[src/rtl/icache_refill_ctrl_pkg.sv]
// Shared state encoding and default geometry for the instruction-cache refill controller.
package icache_refill_ctrl_pkg;

  localparam int NUM_LINES_DEF   = 32;
  localparam int BLOCK_WORDS_DEF = 4;
  localparam int ADDR_W_DEF      = 32;

  localparam int OFFSET_W = 2 + $clog2(BLOCK_WORDS_DEF);
  localparam int INDEX_W  = $clog2(NUM_LINES_DEF);
  localparam int TAG_W    = ADDR_W_DEF - OFFSET_W - INDEX_W;

  typedef enum logic [1:0] {
    IDLE,
    REQ,
    FILL,
    INSTALL
  } refill_state_e;

  function automatic int offsetWidth(input int blockWords);
    return 2 + $clog2(blockWords);
  endfunction

endpackage

[src/rtl/icache_refill_ctrl_if.sv]
// Fetch-side and memory-side signals of the instruction cache, bundled for the top-level port.
interface icache_refill_ctrl_if #(
  parameter int ADDR_W = 32
);

  logic [ADDR_W-1:0] pc;
  logic              flush;
  logic [31:0]       instruction;
  logic              hit;
  logic              mem_req;
  logic [ADDR_W-1:0] mem_addr;
  logic              mem_ack;
  logic              mem_rvalid;
  logic [31:0]       mem_rdata;
  logic [15:0]       miss_count;

  // The cache itself is the slave; fetch plus main memory form the master side.
  modport slave (
    input  pc, flush, mem_ack, mem_rvalid, mem_rdata,
    output instruction, hit, mem_req, mem_addr, miss_count
  );

  modport master (
    output pc, flush, mem_ack, mem_rvalid, mem_rdata,
    input  instruction, hit, mem_req, mem_addr, miss_count
  );

endinterface

[src/rtl/icache_line_store.sv]
// Tag/valid/data storage for a direct-mapped cache: combinational read, word write, line install.
module icache_line_store
  import icache_refill_ctrl_pkg::*;
#(
  parameter int NUM_LINES   = NUM_LINES_DEF,
  parameter int BLOCK_WORDS = BLOCK_WORDS_DEF,
  parameter int TAG_BITS    = TAG_W
) (
  input  logic                           clk,
  input  logic                           rst_n,
  input  logic                           flush_i,
  input  logic [$clog2(NUM_LINES)-1:0]   rdIndex_i,
  input  logic [$clog2(BLOCK_WORDS)-1:0] rdWord_i,
  output logic [31:0]                    rdData_o,
  output logic [TAG_BITS-1:0]            rdTag_o,
  output logic                           rdValid_o,
  input  logic                           wrEn_i,
  input  logic [$clog2(NUM_LINES)-1:0]   wrIndex_i,
  input  logic [$clog2(BLOCK_WORDS)-1:0] wrWord_i,
  input  logic [31:0]                    wrData_i,
  input  logic                           invEn_i,
  input  logic [$clog2(NUM_LINES)-1:0]   invIndex_i,
  input  logic                           installEn_i,
  input  logic [$clog2(NUM_LINES)-1:0]   installIndex_i,
  input  logic [TAG_BITS-1:0]            installTag_i
);

  logic [31:0]         data_q [NUM_LINES][BLOCK_WORDS];
  logic [TAG_BITS-1:0] tag_q  [NUM_LINES];
  logic [NUM_LINES-1:0] valid_q;
  logic [NUM_LINES-1:0] valid_d;

  assign rdData_o  = data_q[rdIndex_i][rdWord_i];
  assign rdTag_o   = tag_q[rdIndex_i];
  assign rdValid_o = valid_q[rdIndex_i];

  // Install is applied after flush so a line finishing its refill survives a concurrent flush.
  always_comb begin
    valid_d = valid_q;
    if (flush_i) begin
      valid_d = '0;
    end else if (invEn_i) begin
      valid_d[invIndex_i] = 1'b0;
    end
    if (installEn_i) begin
      valid_d[installIndex_i] = 1'b1;
    end
  end

  always_ff @(posedge clk) begin
    if (!rst_n) begin
      valid_q <= '0;
    end else begin
      valid_q <= valid_d;
    end
  end

  // Payload arrays carry no reset; the valid bits alone decide whether they mean anything.
  always_ff @(posedge clk) begin
    if (wrEn_i) begin
      data_q[wrIndex_i][wrWord_i] <= wrData_i;
    end
    if (installEn_i) begin
      tag_q[installIndex_i] <= installTag_i;
    end
  end

endmodule

[src/rtl/icache_refill_ctrl.sv]
// Direct-mapped instruction cache front end: zero-latency lookup plus a block-refill state machine.
module icache_refill_ctrl
  import icache_refill_ctrl_pkg::*;
#(
  parameter int NUM_LINES   = NUM_LINES_DEF,
  parameter int BLOCK_WORDS = BLOCK_WORDS_DEF,
  parameter int ADDR_W      = ADDR_W_DEF
) (
  input  logic                clk,
  input  logic                rst_n,
  icache_refill_ctrl_if.slave bus
);

  localparam int OFF_W    = offsetWidth(BLOCK_WORDS);
  localparam int WORD_W   = $clog2(BLOCK_WORDS);
  localparam int IDX_W    = $clog2(NUM_LINES);
  localparam int TAG_BITS = ADDR_W - OFF_W - IDX_W;

  refill_state_e     state_q;
  logic [WORD_W-1:0] wordCnt_q;
  logic              memReq_q;
  logic [ADDR_W-1:0] memAddr_q;
  logic [15:0]       missCount_q;

  logic [WORD_W-1:0]   pcWord;
  logic [IDX_W-1:0]    pcIndex;
  logic [TAG_BITS-1:0] pcTag;
  logic [IDX_W-1:0]    fillIndex;
  logic [TAG_BITS-1:0] fillTag;
  logic                unusedPcBits;

  logic [31:0]         rdData;
  logic [TAG_BITS-1:0] rdTag;
  logic                rdValid;
  logic                hitNow;
  logic                missNow;

  assign pcWord       = bus.pc[OFF_W-1:2];
  assign pcIndex      = bus.pc[OFF_W+IDX_W-1:OFF_W];
  assign pcTag        = bus.pc[ADDR_W-1:OFF_W+IDX_W];
  assign fillIndex    = memAddr_q[OFF_W+IDX_W-1:OFF_W];
  assign fillTag      = memAddr_q[ADDR_W-1:OFF_W+IDX_W];
  assign unusedPcBits = ^bus.pc[1:0];

  // A flush in IDLE suppresses the hit and therefore counts as a miss in that same cycle.
  assign hitNow  = rst_n && (state_q == IDLE) && !bus.flush && rdValid && (rdTag == pcTag);
  assign missNow = rst_n && (state_q == IDLE) && !hitNow;

  assign bus.hit         = hitNow;
  assign bus.instruction = rst_n ? rdData : 32'd0;
  assign bus.mem_req     = memReq_q;
  assign bus.mem_addr    = memAddr_q;
  assign bus.miss_count  = missCount_q;

  icache_line_store #(
    .NUM_LINES  (NUM_LINES),
    .BLOCK_WORDS(BLOCK_WORDS),
    .TAG_BITS   (TAG_BITS)
  ) u_store (
    .clk           (clk),
    .rst_n         (rst_n),
    .flush_i       (bus.flush),
    .rdIndex_i     (pcIndex),
    .rdWord_i      (pcWord),
    .rdData_o      (rdData),
    .rdTag_o       (rdTag),
    .rdValid_o     (rdValid),
    .wrEn_i        (rst_n && (state_q == FILL) && bus.mem_rvalid),
    .wrIndex_i     (fillIndex),
    .wrWord_i      (wordCnt_q),
    .wrData_i      (bus.mem_rdata),
    .invEn_i       (missNow),
    .invIndex_i    (pcIndex),
    .installEn_i   (rst_n && (state_q == INSTALL)),
    .installIndex_i(fillIndex),
    .installTag_i  (fillTag)
  );

  // The latched block address drives both the memory request and the fill/install line,
  // so pc may wander freely once a refill has started.
  always_ff @(posedge clk) begin
    if (!rst_n) begin
      state_q     <= IDLE;
      wordCnt_q   <= '0;
      memReq_q    <= 1'b0;
      memAddr_q   <= '0;
      missCount_q <= 16'd0;
    end else begin
      unique case (state_q)
        IDLE: begin
          if (missNow) begin
            state_q     <= REQ;
            memReq_q    <= 1'b1;
            memAddr_q   <= {pcTag, pcIndex, {OFF_W{1'b0}}};
            missCount_q <= missCount_q + 16'd1;
          end
        end
        REQ: begin
          if (bus.mem_ack) begin
            state_q   <= FILL;
            memReq_q  <= 1'b0;
            wordCnt_q <= '0;
          end
        end
        FILL: begin
          if (bus.mem_rvalid) begin
            wordCnt_q <= wordCnt_q + 1'b1;
            if (wordCnt_q == WORD_W'(BLOCK_WORDS - 1)) begin
              state_q <= INSTALL;
            end
          end
        end
        INSTALL: begin
          state_q <= IDLE;
        end
        default: begin
          state_q <= IDLE;
        end
      endcase
    end
  end

endmodule

[src/flat_wrapper.sv]
// flat-port wrapper written by rule: the top's interface ports become plain ports
module icache_refill_ctrl_flat import icache_refill_ctrl_pkg::*;
#(
  parameter int NUM_LINES   = NUM_LINES_DEF,
  parameter int BLOCK_WORDS = BLOCK_WORDS_DEF,
  parameter int ADDR_W      = ADDR_W_DEF
)
  (clk, rst_n, bus_pc, bus_flush, bus_mem_ack, bus_mem_rvalid, bus_mem_rdata, bus_instruction, bus_hit, bus_mem_req, bus_mem_addr, bus_miss_count);
  icache_refill_ctrl_if #(.ADDR_W(ADDR_W)) bus_i ();
  input  logic clk;
  input  logic rst_n;
  input wire logic [$bits(bus_i.pc)-1:0] bus_pc;
  input wire logic [$bits(bus_i.flush)-1:0] bus_flush;
  input wire logic [$bits(bus_i.mem_ack)-1:0] bus_mem_ack;
  input wire logic [$bits(bus_i.mem_rvalid)-1:0] bus_mem_rvalid;
  input wire logic [$bits(bus_i.mem_rdata)-1:0] bus_mem_rdata;
  output wire logic [$bits(bus_i.instruction)-1:0] bus_instruction;
  output wire logic [$bits(bus_i.hit)-1:0] bus_hit;
  output wire logic [$bits(bus_i.mem_req)-1:0] bus_mem_req;
  output wire logic [$bits(bus_i.mem_addr)-1:0] bus_mem_addr;
  output wire logic [$bits(bus_i.miss_count)-1:0] bus_miss_count;
  assign bus_i.pc = bus_pc;
  assign bus_i.flush = bus_flush;
  assign bus_i.mem_ack = bus_mem_ack;
  assign bus_i.mem_rvalid = bus_mem_rvalid;
  assign bus_i.mem_rdata = bus_mem_rdata;
  assign bus_instruction = bus_i.instruction;
  assign bus_hit = bus_i.hit;
  assign bus_mem_req = bus_i.mem_req;
  assign bus_mem_addr = bus_i.mem_addr;
  assign bus_miss_count = bus_i.miss_count;
  icache_refill_ctrl #(.NUM_LINES(NUM_LINES), .BLOCK_WORDS(BLOCK_WORDS), .ADDR_W(ADDR_W)) u_core (.clk(clk), .rst_n(rst_n), .bus(bus_i));
endmodule
[config.mk]
export PLATFORM = sky130hd
export DESIGN_NAME = icache_refill_ctrl_flat
export DESIGN_NICKNAME = d
export VERILOG_FILES = /design/src/rtl/icache_refill_ctrl_pkg.sv /design/src/rtl/icache_refill_ctrl_if.sv /design/src/rtl/icache_line_store.sv /design/src/rtl/icache_refill_ctrl.sv /design/src/flat_wrapper.sv
export SDC_FILE = /design/constraint.sdc
export NUM_CORES = 2
export LEC_CHECK = 0
export CAP_MARGIN = 10
export CELL_PAD_IN_SITES_DETAIL_PLACEMENT = 0
export CELL_PAD_IN_SITES_GLOBAL_PLACEMENT = 1
export CORE_ASPECT_RATIO = 1.25
export CORE_MARGIN = 1.5
export CORE_UTILIZATION = 51
export CTS_CLUSTER_DIAMETER = 80
export DETAILED_ROUTE_END_ITERATION = 10
export DONT_BUFFER_PORTS = 1
export PLACE_DENSITY = 0.71
export SYNTH_ARGS = -nofsm -noshare
export SYNTH_HDL_FRONTEND = slang
export SYNTH_HIERARCHICAL = 1
export SYNTH_MEMORY_MAX_BITS = 65536
export SYNTH_SLANG_ARGS = --single-unit
[constraint.sdc]
create_clock -name clk -period 14.3 [get_ports clk]
set_clock_uncertainty 0.15 [all_clocks]
set_input_delay 3.575 -clock clk [delete_from_list [all_inputs] [get_ports clk]]
set_output_delay 3.575 -clock clk [all_outputs]
set_load 0.02 [all_outputs]
=== Yosys cells after proc, flatten, opt, wreduce, memory -nomap -nowiden ===
Memory sizes are Yosys's and may differ from the RTL's.
Index checks and enable logic that the tools add are counted.

* Add/sub/neg operators: 2
* Eq/ne operators: 9
* Muxes and demuxes: 30
* Magnitude comparators: 7
* Bitwise gates (word level): 5
* Reduce and logical (&&, ||, !) cells: 20

{| class="wikitable"
|+ Operators with widths
! kind !! number
|-
| 2-to-1 mux 32 bit || 7
|-
| 2-to-1 mux 128 bit || 1
|-
| binary-select mux 32 bit (select 2 bit) || 1
|-
| demux 32 bit (select 2 bit) || 1
|-
| AND 32 bit || 1
|-
| NOT 32 bit || 1
|-
| bitwise OR 32 bit || 1
|-
| equality test 23 bit || 1
|-
| adder 16 x 1 -> 16 bit (second input constant) || 1
|-
| less-than comparator 5 x 6 -> 1 bit (second input constant) || 2
|-
| 2-to-1 mux 2 bit || 6
|-
| logical AND 1 bit || 11
|-
| demux 1 bit (select 5 bit) || 2
|-
| >= comparator 5 x 1 -> 1 bit (second input constant) || 2
|-
| 2-to-1 mux 1 bit || 8
|-
| case mux 2 bit (4 select lines) || 1
|-
| equality test 2 bit (second input constant) || 3
|-
| >= comparator 3 bit (second input constant) || 2
|-
| inequality test 2 bit (second input constant) || 3
|-
| NOT 2 -> 3 bit || 2
|-
| AND reduction 3 bit || 2
|-
| binary-select mux 1 bit (select 5 bit) || 1
|-
| case mux 2 bit (2 select lines) || 1
|-
| AND reduction 4 bit || 1
|-
| 9 further kinds || 11
|}

* Memories: 2
* Register bits after elaboration: 81
* Bits of input ports: 69
* Bits in writable memories: 4832
* Logic and storage cells: 81

{| class="wikitable"
|+ Memories
! name !! depth !! bits a word !! read ports !! clocked after memory_dff !! wr ports !! line !! text
|-
| u_core.u_store.data_q || 32 || 128 || 1 || 0 || 1 || icache_line_store.sv:28 || <nowiki>logic [31:0] data_q [NUM_LINES][BLOCK_WORDS];</nowiki>
|-
| u_core.u_store.tag_q || 32 || 23 || 1 || 0 || 1 || icache_line_store.sv:29 || <nowiki>logic [TAG_BITS-1:0] tag_q [NUM_LINES];</nowiki>
|}

=== Longest topological paths before layout ===
* Depth after elaboration: 11
* Mapped depth: 18
* Mapped depth without buffers: 11

=== Modules after synthesis ===
The synthesis kept the hierarchy.

{| class="wikitable"
|+ By module, submodules not included
! module !! cells an instance !! area each (um^2) !! times used
|-
| icache_line_store || 7221 || 185305.2 || 1
|-
| icache_refill_ctrl || 328 || 2625.0 || 1
|}

=== Least setup slack after synthesis ===
No wires, ideal clock.

* Kind: input to output
* Start point: input bus_pc[4]
* End point: output bus_hit
* Stages: 12
* Data required time: 10.575 ns
* Buffers on the path: 5
* Arrival time: 7.086 ns
* Path slack: 3.489 ns
* Cells stage by stage: buf_2 buf_6 buf_6 buf_6 buf_1 mux4_2 mux4_2 mux2_2 xor2_1 nor4_1 and4bb_2 and2_1

* Elaborated cells between the ends (all ways): 6
* Classes of those cells: 1 x eq/ne; 2 x mux; 2 x reduce/logical; 1 x memory

{| class="wikitable"
|+ RTL lines
! what !! line !! text
|-
| start: declaration || flat_wrapper.sv:12 || <nowiki>input wire logic [$bits(bus_i.pc)-1:0] bus_pc;</nowiki>
|-
| memory read (32 x 23 bit) || - ||
|-
| net u_core.rdTag[0] || icache_refill_ctrl.sv:33 || <nowiki>logic [TAG_BITS-1:0] rdTag;</nowiki>
|-
| equality test 23 bit || icache_refill_ctrl.sv:46 || <nowiki>assign hitNow = rst_n && (state_q == IDLE) && !bus.flush && rdValid && (rdTag == pcTag);</nowiki>
|-
| logical AND 1 bit || icache_refill_ctrl.sv:46 ||
|-
| end: declaration || flat_wrapper.sv:18 || <nowiki>output wire logic [$bits(bus_i.hit)-1:0] bus_hit;</nowiki>
|}

The timed path passes the listed nets, and every way through them passes these cells. The select of a mux whose other input is x is not followed.

=== Worst setup path after layout ===
* Start point: input bus_pc[6]
* End point: output bus_instruction[25]

* Longest elaborated chain between the ends: 5

{| class="wikitable"
|+ RTL lines
! what !! line !! text
|-
| memory read (32 x 128 bit) || - ||
|-
| binary-select mux 32 bit (select 2 bit) || icache_line_store.sv:33 || <nowiki>assign rdData_o = data_q[rdIndex_i][rdWord_i];</nowiki>
|-
| 2-to-1 mux 32 bit (not written as such) (2 in series) || icache_line_store.sv:33 ||
|-
| net u_core.rdData[25] || icache_refill_ctrl.sv:32 || <nowiki>logic [31:0] rdData;</nowiki>
|-
| 2-to-1 mux 32 bit || icache_refill_ctrl.sv:50 || <nowiki>assign bus.instruction = rst_n ? rdData : 32'd0;</nowiki>
|-
| end: declaration || flat_wrapper.sv:17 || <nowiki>output wire logic [$bits(bus_i.instruction)-1:0] bus_instruction;</nowiki>
|}

The timed path passes the listed nets, and every way through them passes these cells. The select of a mux whose other input is x is not followed.

==> flow_summary.yaml <==
global_route:
  grt_first_pass_wirelength_microns: 630000
  grt_pass1_vias: 84989
  track_usage_pct: 24.1
  grt_max_degree: 458
  antenna_found_initial: 37
  grt_overflow_total: 0
floorplan:
  fp.dieW_microns: 546
  start_util_pct: 51.2
  rows: 249
  dieArea_sq_mm: 0.372
  core_sq_mm: 0.367
  ioPinCount: 151
  fp.dieH_microns: 682
place:
  place_area_sq_mm: 0.195
  dpl.cell_count: 12245
  place.gp.congestion: 0.814
  dp_hpwl_microns: 221000
  io_buffers: 0
yosys:
  synth_edf_count: 4832
  syn_inst: 7549
  yosysWarnings: 6
  synth_seq_cells: 4913
  synth-seq-area-share_pct: 78.1
  syn_avg_cell_area_sq_um: 24.9
  yosys.cell_types.count: 49
  async_flop_share_pct: 0
  yosys_most_used_dff: "edfxtp_1"
  mappedNetlistArea_sq_mm: 0.188
power:
  peakVddDrop_mv: 0.186
  power_leakage_nw: 63.8
  p_per_area_mw_per_mm2: 141
clock_network:
  post_cts.repair.setup_buffers: 0
  cts_max_path_buffers: 4
  ctsHtreeMaxLevel: 5
  cts_tree: "yes"
  clk_pin_slew_worst_paths_ps: 60
  cts_root_buffer: "clkbuf_16"
  clock_sinks: 4913
  hold_buffers: 0
  numCtsBuffers: 455
  insertion_delay_ps: 980
  cts_resized: 0
finish:
  area_growth_pct: 11.9
  layoutNonFillerInstCount: 13122
  n_fill_cell: 25841
  layout_commonest_cell: "edfxtp_1"
  mostFrequentLayoutCells: "edfxtp_1, mux4_2, clkbuf_16"
  multi_input_area_sq_mm: 0.0406
  seq_area_sq_mm: 0.147
  postLayoutCellArea_sq_mm: 0.210
  final_nets: 7892
  drive_above_1_share_pct: 32.3
timing:
  slew_viol_final: 270
  hold_viol_final: 0
  final.setup.tns_ps: 0
  fmaxAchievable_mhz: 76.8
  relSlewSlack_pct: -16.4
  rsz0062_at_grt: "no"
  period_minus_slack_ps: 13020
  fin_crit_sh_pct: 91.0
  tightestPinTransition_ps: 1750
  setup_violations: 0
  timing.hold.ws_ps: 330
drt:
  drt-total-wl_microns: 447000
  routedWlPerCell_microns: 34.1
  ant_nets: 0
  vias: 83375
  drt_pass1_iterations: 5
  drtIter0Drc: 9899
  viasPerCell: 6.35
  drc_errors: 0
worst_setup_path:
  worst_setup_path_end_kind: "primary output"
  cp_max_fo: 208
  start_kind: "input pin"
  crit_required_ps: 10570
  criticalPathCategory: "input pin to primary output"
  worstPathArrival_ps: 9290
hold_path:
  hp-class: "flip-flop to flip-flop"
job:
  maxCapViolCount: 0
status:
  failed_checks: "max-slew violations"
  status: "finished, violations left"
-- report_power, final --
group	switching, W	leakage (nW)	internal [W]	total (W)
registers	0.0000880	44.2	0.0160	0.0161
logic	0.000917	12.5	0.000636	0.00155
clock network	0.00524	7.10	0.00673	0.0120
total	0.00624	63.8	0.0234	0.0297
-- final timing paths --
| check | startpoint | endpoint | slack (ps) | depth (start not counted) |
|---|---|---|---|---|
| max | bus_pc[6] | bus_instruction[25] | 1280 | 9 |
| min | u_core/bus.mem_addr[14]$_SDFFE_PN0P_ | u_core/bus.mem_addr[14]$_SDFFE_PN0P_ | 330 | 2 |
| max reg2reg | u_core/u_store/tag_q[23][2]$_DFFE_PP_ | u_core/u_store/valid_q[4]$_SDFF_PN0_ | 9490 | 11 |
| min reg2reg | u_core/bus.mem_addr[14]$_SDFFE_PN0P_ | u_core/bus.mem_addr[14]$_SDFFE_PN0P_ | 330 | 2 |
-- layout make-up --
cell class / instances / area share [%]
Antenna cell: 30 / 0.0357
Clock buffer: 577 / 5.71
Clock inverter: 262 / 1.24
Inverter: 7 / 0.0125
Multi-Input combinational cell: 2229 / 19.3
Sequential cell: 4913 / 69.8
Tap cell: 4894 / 2.91
Timing Repair Buffer: 210 / 0.970
-- per-stage QoR --
stage	setup slack [ps]	utilization [%]	total power, W
floorplan	3490	-	0.0174
global placement	1480	53.2	0.0179
detailed placement	1330	53.2	0.0179
CTS	1360	57.1	0.0298
global route	1300	57.2	0.0304
finish	1280	57.2	0.0297
-- critical path: stages --
cell and delay, ps:
buf_16 670, buf_16 600, buf_16 500, buf_16 630, mux4_2 450, mux4_2 490, mux4_2 570, mux2_2 390
and2_1 260
-- routing by layer --
| metal | routed length [microns] | part of all wire, % | vias to the layer above | track usage [%] |
|---|---|---|---|---|
| met5 | 265 | 0.059 | - | 0 |
| met4 | 12900 | 2.9 | 2 | 6.93 |
| met3 | 40800 | 9.1 | 592 | 5.14 |
| met2 | 224000 | 50 | 3673 | 39.8 |
| met1 | 170000 | 38 | 45780 | 32.5 |
| li1 | - | - | 33328 | - |
-- cells by family after synthesis --
group,count (synthesis),share of synthesized area [%]
compound gates,113,0.384
xor+xnor,28,0.130
fa+ha+maj,7,0.0466
buf+inv,410,0.934
flops,4913,78.1
mux,1643,19.3
other cells,1,0.00200
simple gates,434,1.10
-- flip-flops by register name (all words and copies together), names as in the netlist --
signal	count
u_core/u_store/data_q	4096
u_core/bus.mem_req	1
u_core/u_store/tag_q	736
u_core/wordCnt_q	2
u_core/bus.mem_addr	28
u_core/bus.miss_count	16
u_core/state_q	2
u_core/u_store/valid_q	32
-- synth_stat cells, types with 7 or more instances --
library cell / number / area [sq um]
a21oi_1: 20 / 100
and2_1: 39 / 244
buf_1: 20 / 75.1
buf_2: 127 / 636
clkbuf_1: 245 / 920
dfxtp_1: 81 / 1620
edfxtp_1: 4832 / 145000
ha_1: 7 / 87.6
inv_1: 7 / 26.3
mux2_2: 56 / 631
mux4_2: 1584 / 35700
nand2_1: 105 / 394
nand2b_1: 17 / 106
nand3_1: 11 / 55.1
nand3b_1: 12 / 90.1
nor2_1: 188 / 706
nor3b_1: 23 / 173
o21a_1: 41 / 308
o21ai_0: 40 / 200
xnor2_1: 11 / 96.3
xor2_1: 17 / 149
Note: power is estimated with default switching activity, not from simulation.
